File: src/rtl/cacheline_arb_pkg.sv
// Shared definitions for the I/D cacheline arbiter.
//   arb_state_e : arbiter FSM states
//   grant_e     : which requester won arbitration
//   offset_w()  : number of byte-offset bits inside one cache line
// Optional feature macro: CACHELINE_ARB_RR_EN (round-robin arbitration).
package cacheline_arb_pkg;

   localparam int ADDR_W_DEF = 32;
   localparam int LINE_W_DEF = 256;

   typedef enum logic [2:0] {
      IDLE   = 3'd0,
      BUSY_I = 3'd1,
      BUSY_D = 3'd2,
      RESP_I = 3'd3,
      RESP_D = 3'd4
   } arb_state_e;

   typedef enum logic {
      GRANT_I = 1'b0,
      GRANT_D = 1'b1
   } grant_e;

   // Byte-offset bits of a line of line_w bits (5 for a 256-bit line).
   function automatic int offset_w(input int line_w);
      return $clog2(line_w / 8);
   endfunction

   localparam int OFFSET_W = offset_w(LINE_W_DEF);

endpackage

File: src/rtl/cacheline_arb_pick.sv
// Combinational grant selection between the I-cache and D-cache requests.
// Ports:
//   i_req_i      : I-cache has a pending request
//   d_req_i      : D-cache has a pending request (read or write)
//   last_grant_i : previous winner (only with CACHELINE_ARB_RR_EN)
//   valid_o      : at least one request pending
//   grant_o      : selected requester (meaningful only with valid_o)
// Macro CACHELINE_ARB_RR_EN: when defined, simultaneous requests alternate;
// otherwise the D-cache always wins.
module cacheline_arb_pick
   import cacheline_arb_pkg::*;
(
   input  logic   i_req_i,
   input  logic   d_req_i,
`ifdef CACHELINE_ARB_RR_EN
   input  grant_e last_grant_i,
`endif
   output logic   valid_o,
   output grant_e grant_o
);

   // Pick a winner; only a true conflict consults the arbitration policy.
   always_comb begin
      valid_o = i_req_i | d_req_i;
      grant_o = GRANT_I;
      if (i_req_i && d_req_i) begin
`ifdef CACHELINE_ARB_RR_EN
         if (last_grant_i == GRANT_D) begin
            grant_o = GRANT_I;
         end else begin
            grant_o = GRANT_D;
         end
`else
         grant_o = GRANT_D;
`endif
      end else if (d_req_i) begin
         grant_o = GRANT_D;
      end else begin
         grant_o = GRANT_I;
      end
   end

endmodule

File: src/rtl/cacheline_arbiter.sv
// Two-to-one arbiter merging I-cache (read-only) and D-cache (read/write)
// line requests onto the single LLC-side port of the cacheline adaptor.
// One transaction is outstanding at a time; each requester holds its request
// until it sees its one-cycle resp pulse.
// Ports:
//   clk, rst                     : clock, synchronous active-high reset
//   i_addr, i_read               : I-cache request
//   i_rdata, i_resp              : I-cache completion (line valid with resp)
//   d_addr, d_read, d_write      : D-cache request (write wins if both set)
//   d_wdata                      : D-cache writeback line
//   d_rdata, d_resp              : D-cache completion (line valid with resp)
//   mem_addr/read/write/wdata    : registered request to the adaptor
//   mem_rdata, mem_resp          : adaptor completion
// Macro CACHELINE_ARB_RR_EN: round-robin on simultaneous requests;
// undefined gives fixed D-cache priority.
module cacheline_arbiter
   import cacheline_arb_pkg::*;
#(
   parameter int ADDR_W = ADDR_W_DEF,
   parameter int LINE_W = LINE_W_DEF
) (
   input  logic              clk,
   input  logic              rst,
   input  logic [ADDR_W-1:0] i_addr,
   input  logic              i_read,
   output logic [LINE_W-1:0] i_rdata,
   output logic              i_resp,
   input  logic [ADDR_W-1:0] d_addr,
   input  logic              d_read,
   input  logic              d_write,
   input  logic [LINE_W-1:0] d_wdata,
   output logic [LINE_W-1:0] d_rdata,
   output logic              d_resp,
   output logic [ADDR_W-1:0] mem_addr,
   output logic              mem_read,
   output logic              mem_write,
   output logic [LINE_W-1:0] mem_wdata,
   input  logic [LINE_W-1:0] mem_rdata,
   input  logic              mem_resp
);

   localparam int OFF_W = offset_w(LINE_W);
   // Byte-offset bits inside a line; cleared on the way to the adaptor.
   localparam logic [ADDR_W-1:0] OFF_MASK = ADDR_W'((64'd1 << OFF_W) - 64'd1);

   arb_state_e        state_q,     state_d;
   logic [ADDR_W-1:0] mem_addr_q,  mem_addr_d;
   logic              mem_read_q,  mem_read_d;
   logic              mem_write_q, mem_write_d;
   logic [LINE_W-1:0] mem_wdata_q, mem_wdata_d;
   logic [LINE_W-1:0] rdata_q,     rdata_d;
   logic              i_resp_q,    i_resp_d;
   logic              d_resp_q,    d_resp_d;

   logic              grant_valid_s;
   grant_e            grant_s;

`ifdef CACHELINE_ARB_RR_EN
   grant_e            last_grant_q, last_grant_d;
`endif

   cacheline_arb_pick u_pick (
      .i_req_i      (i_read),
      .d_req_i      (d_read | d_write),
`ifdef CACHELINE_ARB_RR_EN
      .last_grant_i (last_grant_q),
`endif
      .valid_o      (grant_valid_s),
      .grant_o      (grant_s)
   );

   // Next-state logic: arbitrate in IDLE, hold the adaptor request in BUSY,
   // pulse the completion in RESP.
   always_comb begin
      state_d     = state_q;
      mem_addr_d  = mem_addr_q;
      mem_read_d  = mem_read_q;
      mem_write_d = mem_write_q;
      mem_wdata_d = mem_wdata_q;
      rdata_d     = rdata_q;
      i_resp_d    = 1'b0;
      d_resp_d    = 1'b0;
`ifdef CACHELINE_ARB_RR_EN
      last_grant_d = last_grant_q;
`endif
      case (state_q)
         IDLE: begin
            if (grant_valid_s && (grant_s == GRANT_D)) begin
               state_d     = BUSY_D;
               mem_addr_d  = d_addr & ~OFF_MASK;
               // A simultaneous read+write is served as the writeback only.
               mem_write_d = d_write;
               mem_read_d  = ~d_write;
               mem_wdata_d = d_write ? d_wdata : {LINE_W{1'b0}};
`ifdef CACHELINE_ARB_RR_EN
               last_grant_d = GRANT_D;
`endif
            end else if (grant_valid_s) begin
               state_d     = BUSY_I;
               mem_addr_d  = i_addr & ~OFF_MASK;
               mem_write_d = 1'b0;
               mem_read_d  = 1'b1;
               mem_wdata_d = {LINE_W{1'b0}};
`ifdef CACHELINE_ARB_RR_EN
               last_grant_d = GRANT_I;
`endif
            end else begin
               state_d = IDLE;
            end
         end
         BUSY_I, BUSY_D: begin
            if (mem_resp) begin
               // Drop the adaptor request right away so it cannot restart.
               state_d     = (state_q == BUSY_D) ? RESP_D : RESP_I;
               rdata_d     = mem_rdata;
               mem_addr_d  = {ADDR_W{1'b0}};
               mem_read_d  = 1'b0;
               mem_write_d = 1'b0;
               mem_wdata_d = {LINE_W{1'b0}};
               i_resp_d    = (state_q == BUSY_I);
               d_resp_d    = (state_q == BUSY_D);
            end else begin
               state_d = state_q;
            end
         end
         RESP_I, RESP_D: begin
            // Requests are not sampled here; the requester is still
            // seeing its resp and will drop its request.
            state_d = IDLE;
         end
         default: begin
            state_d     = IDLE;
            mem_addr_d  = {ADDR_W{1'b0}};
            mem_read_d  = 1'b0;
            mem_write_d = 1'b0;
            mem_wdata_d = {LINE_W{1'b0}};
         end
      endcase
   end

   // State and output registers with synchronous reset.
   always_ff @(posedge clk) begin
      if (rst) begin
         state_q     <= IDLE;
         mem_addr_q  <= {ADDR_W{1'b0}};
         mem_read_q  <= 1'b0;
         mem_write_q <= 1'b0;
         mem_wdata_q <= {LINE_W{1'b0}};
         rdata_q     <= {LINE_W{1'b0}};
         i_resp_q    <= 1'b0;
         d_resp_q    <= 1'b0;
`ifdef CACHELINE_ARB_RR_EN
         last_grant_q <= GRANT_I;
`endif
      end else begin
         state_q     <= state_d;
         mem_addr_q  <= mem_addr_d;
         mem_read_q  <= mem_read_d;
         mem_write_q <= mem_write_d;
         mem_wdata_q <= mem_wdata_d;
         rdata_q     <= rdata_d;
         i_resp_q    <= i_resp_d;
         d_resp_q    <= d_resp_d;
`ifdef CACHELINE_ARB_RR_EN
         last_grant_q <= last_grant_d;
`endif
      end
   end

   assign mem_addr  = mem_addr_q;
   assign mem_read  = mem_read_q;
   assign mem_write = mem_write_q;
   assign mem_wdata = mem_wdata_q;
   assign i_rdata   = rdata_q;
   assign d_rdata   = rdata_q;
   assign i_resp    = i_resp_q;
   assign d_resp    = d_resp_q;

endmodule

File: config.mk
export PLATFORM = sky130hd
export DESIGN_NAME = cacheline_arbiter
export DESIGN_NICKNAME = d
export VERILOG_FILES = /design/src/rtl/cacheline_arb_pkg.sv /design/src/rtl/cacheline_arb_pick.sv /design/src/rtl/cacheline_arbiter.sv
export SDC_FILE = /design/constraint.sdc
export NUM_CORES = 1
export LEC_CHECK = 0
export CAP_MARGIN = 15
export CORE_AREA = 2 2 532 534
export CTS_CLUSTER_SIZE = 8
export DETAILED_ROUTE_END_ITERATION = 8
export DIE_AREA = 0 0 534 536
export SYNTH_ARGS = -nofsm -noshare
export SYNTH_HDL_FRONTEND = slang
export SYNTH_HIERARCHICAL = 1
export SYNTH_SLANG_ARGS = --single-unit
export TNS_END_PERCENT = 5
File: constraint.sdc
create_clock -name clk -period 5.1 [get_ports clk]
set_input_delay 0.51 -clock clk [delete_from_list [all_inputs] [get_ports clk]]
set_output_delay 0.51 -clock clk [all_outputs]
set_load 0.01 [all_outputs]
==> results.txt <==
outcome = complete, no violations
Buf/Inv on CP = 1
Clock Sinks = 546
TritonCTS clock tree = built
cts bufs inserted = 87
# IOs = 1,386
share of layout cells above drive strength 1 = 0.0393
Yosys Warn Count = 6
Least-Margin Pin Slew = 1.33 ns
Setup TNS = 0 ns
hold_buf cts = 0
post-synthesis register bit count = 546
RSZ-0062 raised after global routing = false
skew final = 0.0843 ns
netlist area before placement = 23,200 um^2
Power, Total = 0.0133 W
CP Cell Sequence = clkdlybuf4s50_1
clock transition at the registers of the reported paths = 0.05 ns
die height = 536 um
initial core utilization = 0.0828
global-route wire length before repair = 253,000 um
final period utilization = 0.565
Crit. End Element = output port
clock root cell = clkbuf_16
Fin Hold WS = 0.101 ns
postcts setup bufs = 0
Die X = 534 um
IO buf count = 1,370
Via Count = 25,200
final hold vios = 0
CP Data Required Time = 4.59 ns
post-cts gate resize count = 0
DRT iter0 DRCs = 1,606
Slew Viols, Final = 0
largest net degree at the start of global routing = 188
crit path time final = 2.88 ns
CP startpoint kind = flip-flop
Layout Nets = 4,328
Post-Syn Instances = 2,789
critical path class = flip-flop to output port
initial antenna violation count = 218
drc violations = 0
vias per cell = 3.33
crit-path max FO = 3
H-tree Lvls = 3
FF-to-FF setup slack = 2.26 ns
layout filler cell count = 31,900
Total Wirelength = 204,000 um
Cell variety after synth = 33
post-synthesis sequential area ratio = 0.470
max-capacitance violation count = 0
pwr dens = 321 nW/um^2
Peak Freq = 347 MHz
Routed Antenna Nets = 0
Slew headroom = 0.114
deepest clock path buffer count = 4
First-pass DRT Iterations = 5
slowest stage delay, CP = 1.03 ns
synthesis-to-layout area growth = 78.8%
syn avg cell area = 8.33 um^2
Clock Latency Late Sink = 0.82 ns
gr ovfl total = 0
wire per inst = 26.9 um
delay-heaviest family, CP = buffers and inverters
total core area = 281,000 um^2
Final GP Congestion = 0.872
Min-Delay Path Class = input port to flip-flop
slowest cell on the critical path = clkdlybuf4s50_1
vias in the first global route = 23,600
dpl hpwl = 168,000 um
Rows = 195
die area = 286,000 um^2
Critical Path AT = 2.37 ns
Setup-failing EPs final = 0
worst vdd ir = 0.228 mV
Lkg Pwr = 12.9 nW
GRT Total Usage = 0.135
-- Yosys cell counts (all sizes together) --
cell type | n | share of area
nand2b | 287 | 0.077
dfxtp | 546 | 0.47
nor2b | 1 | 0.00027
clkbuf | 237 | 0.039
xnor2 | 1 | 0.00038
nand3b | 1 | 0.00032
mux2i | 28 | 0.012
inv | 2 | 0.00032
and3 | 28 | 0.0075
or2 | 2 | 0.00054
a211oi | 1 | 0.00032
a21boi | 27 | 0.0087
nand2 | 2 | 0.00032
or4b | 1 | 0.00043
a21oi | 258 | 0.056
a2111o | 1 | 0.00048
xor2 | 1 | 0.00038
nor4 | 3 | 0.0015
buf | 305 | 0.096
conb | 1 | 0.00016
nor3 | 2 | 0.00043
o2111ai | 1 | 0.00065
o21ai | 541 | 0.12
nand3 | 512 | 0.11
-- cells by family after synthesis --
group                  synth area share
multiplexers                     0.0121
AO/OA/AOI/OAI                     0.182
buffers and inverters             0.136
other                          0.000161
XOR/XNOR                       0.000754
flip-flops                        0.470
AND/OR/NAND/NOR                   0.199
-- routing by layer --
metal,vias up,routed length (um),global-route usage
met3,540,35800,0.107
met2,1467,84800,0.200
met5,-,1230,0.00366
met4,170,12100,0.0717
li1,11300,-,-
met1,11700,69800,0.135
-- area by class of cell --
type | count | area (um^2) | share of cell area
Sequential cell | 546 | 10900 | 0.263
Inverter | 2 | 7.51 | 0.000181
Antenna cell | 48 | 120 | 0.00289
Clock buffer | 97 | 2230 | 0.0538
Timing Repair Buffer | 1406 | 14100 | 0.340
Clock inverter | 13 | 210 | 0.00506
Tap cell | 3743 | 4680 | 0.113
Multi-Input combinational cell | 1703 | 9230 | 0.222
-- state kept, by name, indices dropped and copies added (netlist names) --
name / flops
state_q: 3
mem_addr: 27
mem_read: 1
mem_write: 1
mem_wdata: 256
d_rdata: 256
d_resp: 1
i_resp: 1
-- path summary, 6_finish.rpt --
path | depth (start not counted) | end | from
setup reg to reg | 4 | d_rdata[39] | state_q[1]
hold reg to reg | 2 | mem_wdata[225] | mem_wdata[225]
hold / removal | 2 | d_rdata[222] | rst
setup / recovery | 1 | i_rdata[252] | d_rdata[252]
-- cell usage in the layout, fill, tap and decap left out, types with 25 or more instances in the layout --
| cell | count |
|---|---|
| clkdlybuf4s50_1 | 1369 |
| nand2b_1 | 286 |
| nand3_1 | 512 |
| buf_4 | 25 |
| diode_2 | 48 |
| a21oi_1 | 258 |
| mux2i_1 | 28 |
| and3_1 | 27 |
| clkbuf_16 | 87 |
| o21ai_0 | 510 |
| a21boi_0 | 27 |
| dfxtp_1 | 546 |
| o21ai_1 | 31 |
-- report_power, final --
group	internal (W)	leakage [nW]	switching, W	total [W]
registers	0.00454	4.44	0.000234	0.00478
logic	0.00132	7.26	0.00166	0.00297
clock network	0.00327	1.20	0.00231	0.00557
total	0.00913	12.9	0.00420	0.0133
-- stage by stage --
| step | instances | util | area, um^2 | setup WS, ns |
|---|---|---|---|---|
| 2_1_floorplan | 2793 | - | 23300 | 3.08 |
| 3_3_place_gp | 7400 | 0.139 | 39000 | 1.39 |
| 3_5_place_dp | 7400 | 0.139 | 39000 | 1.37 |
| 4_1_cts | 7510 | 0.148 | 41400 | 2.03 |
| 5_1_grt | 7526 | 0.148 | 41500 | 2.09 |
| 6_report | 7558 | 0.148 | 41500 | 2.22 |
(Power assumes the default switching activity.)
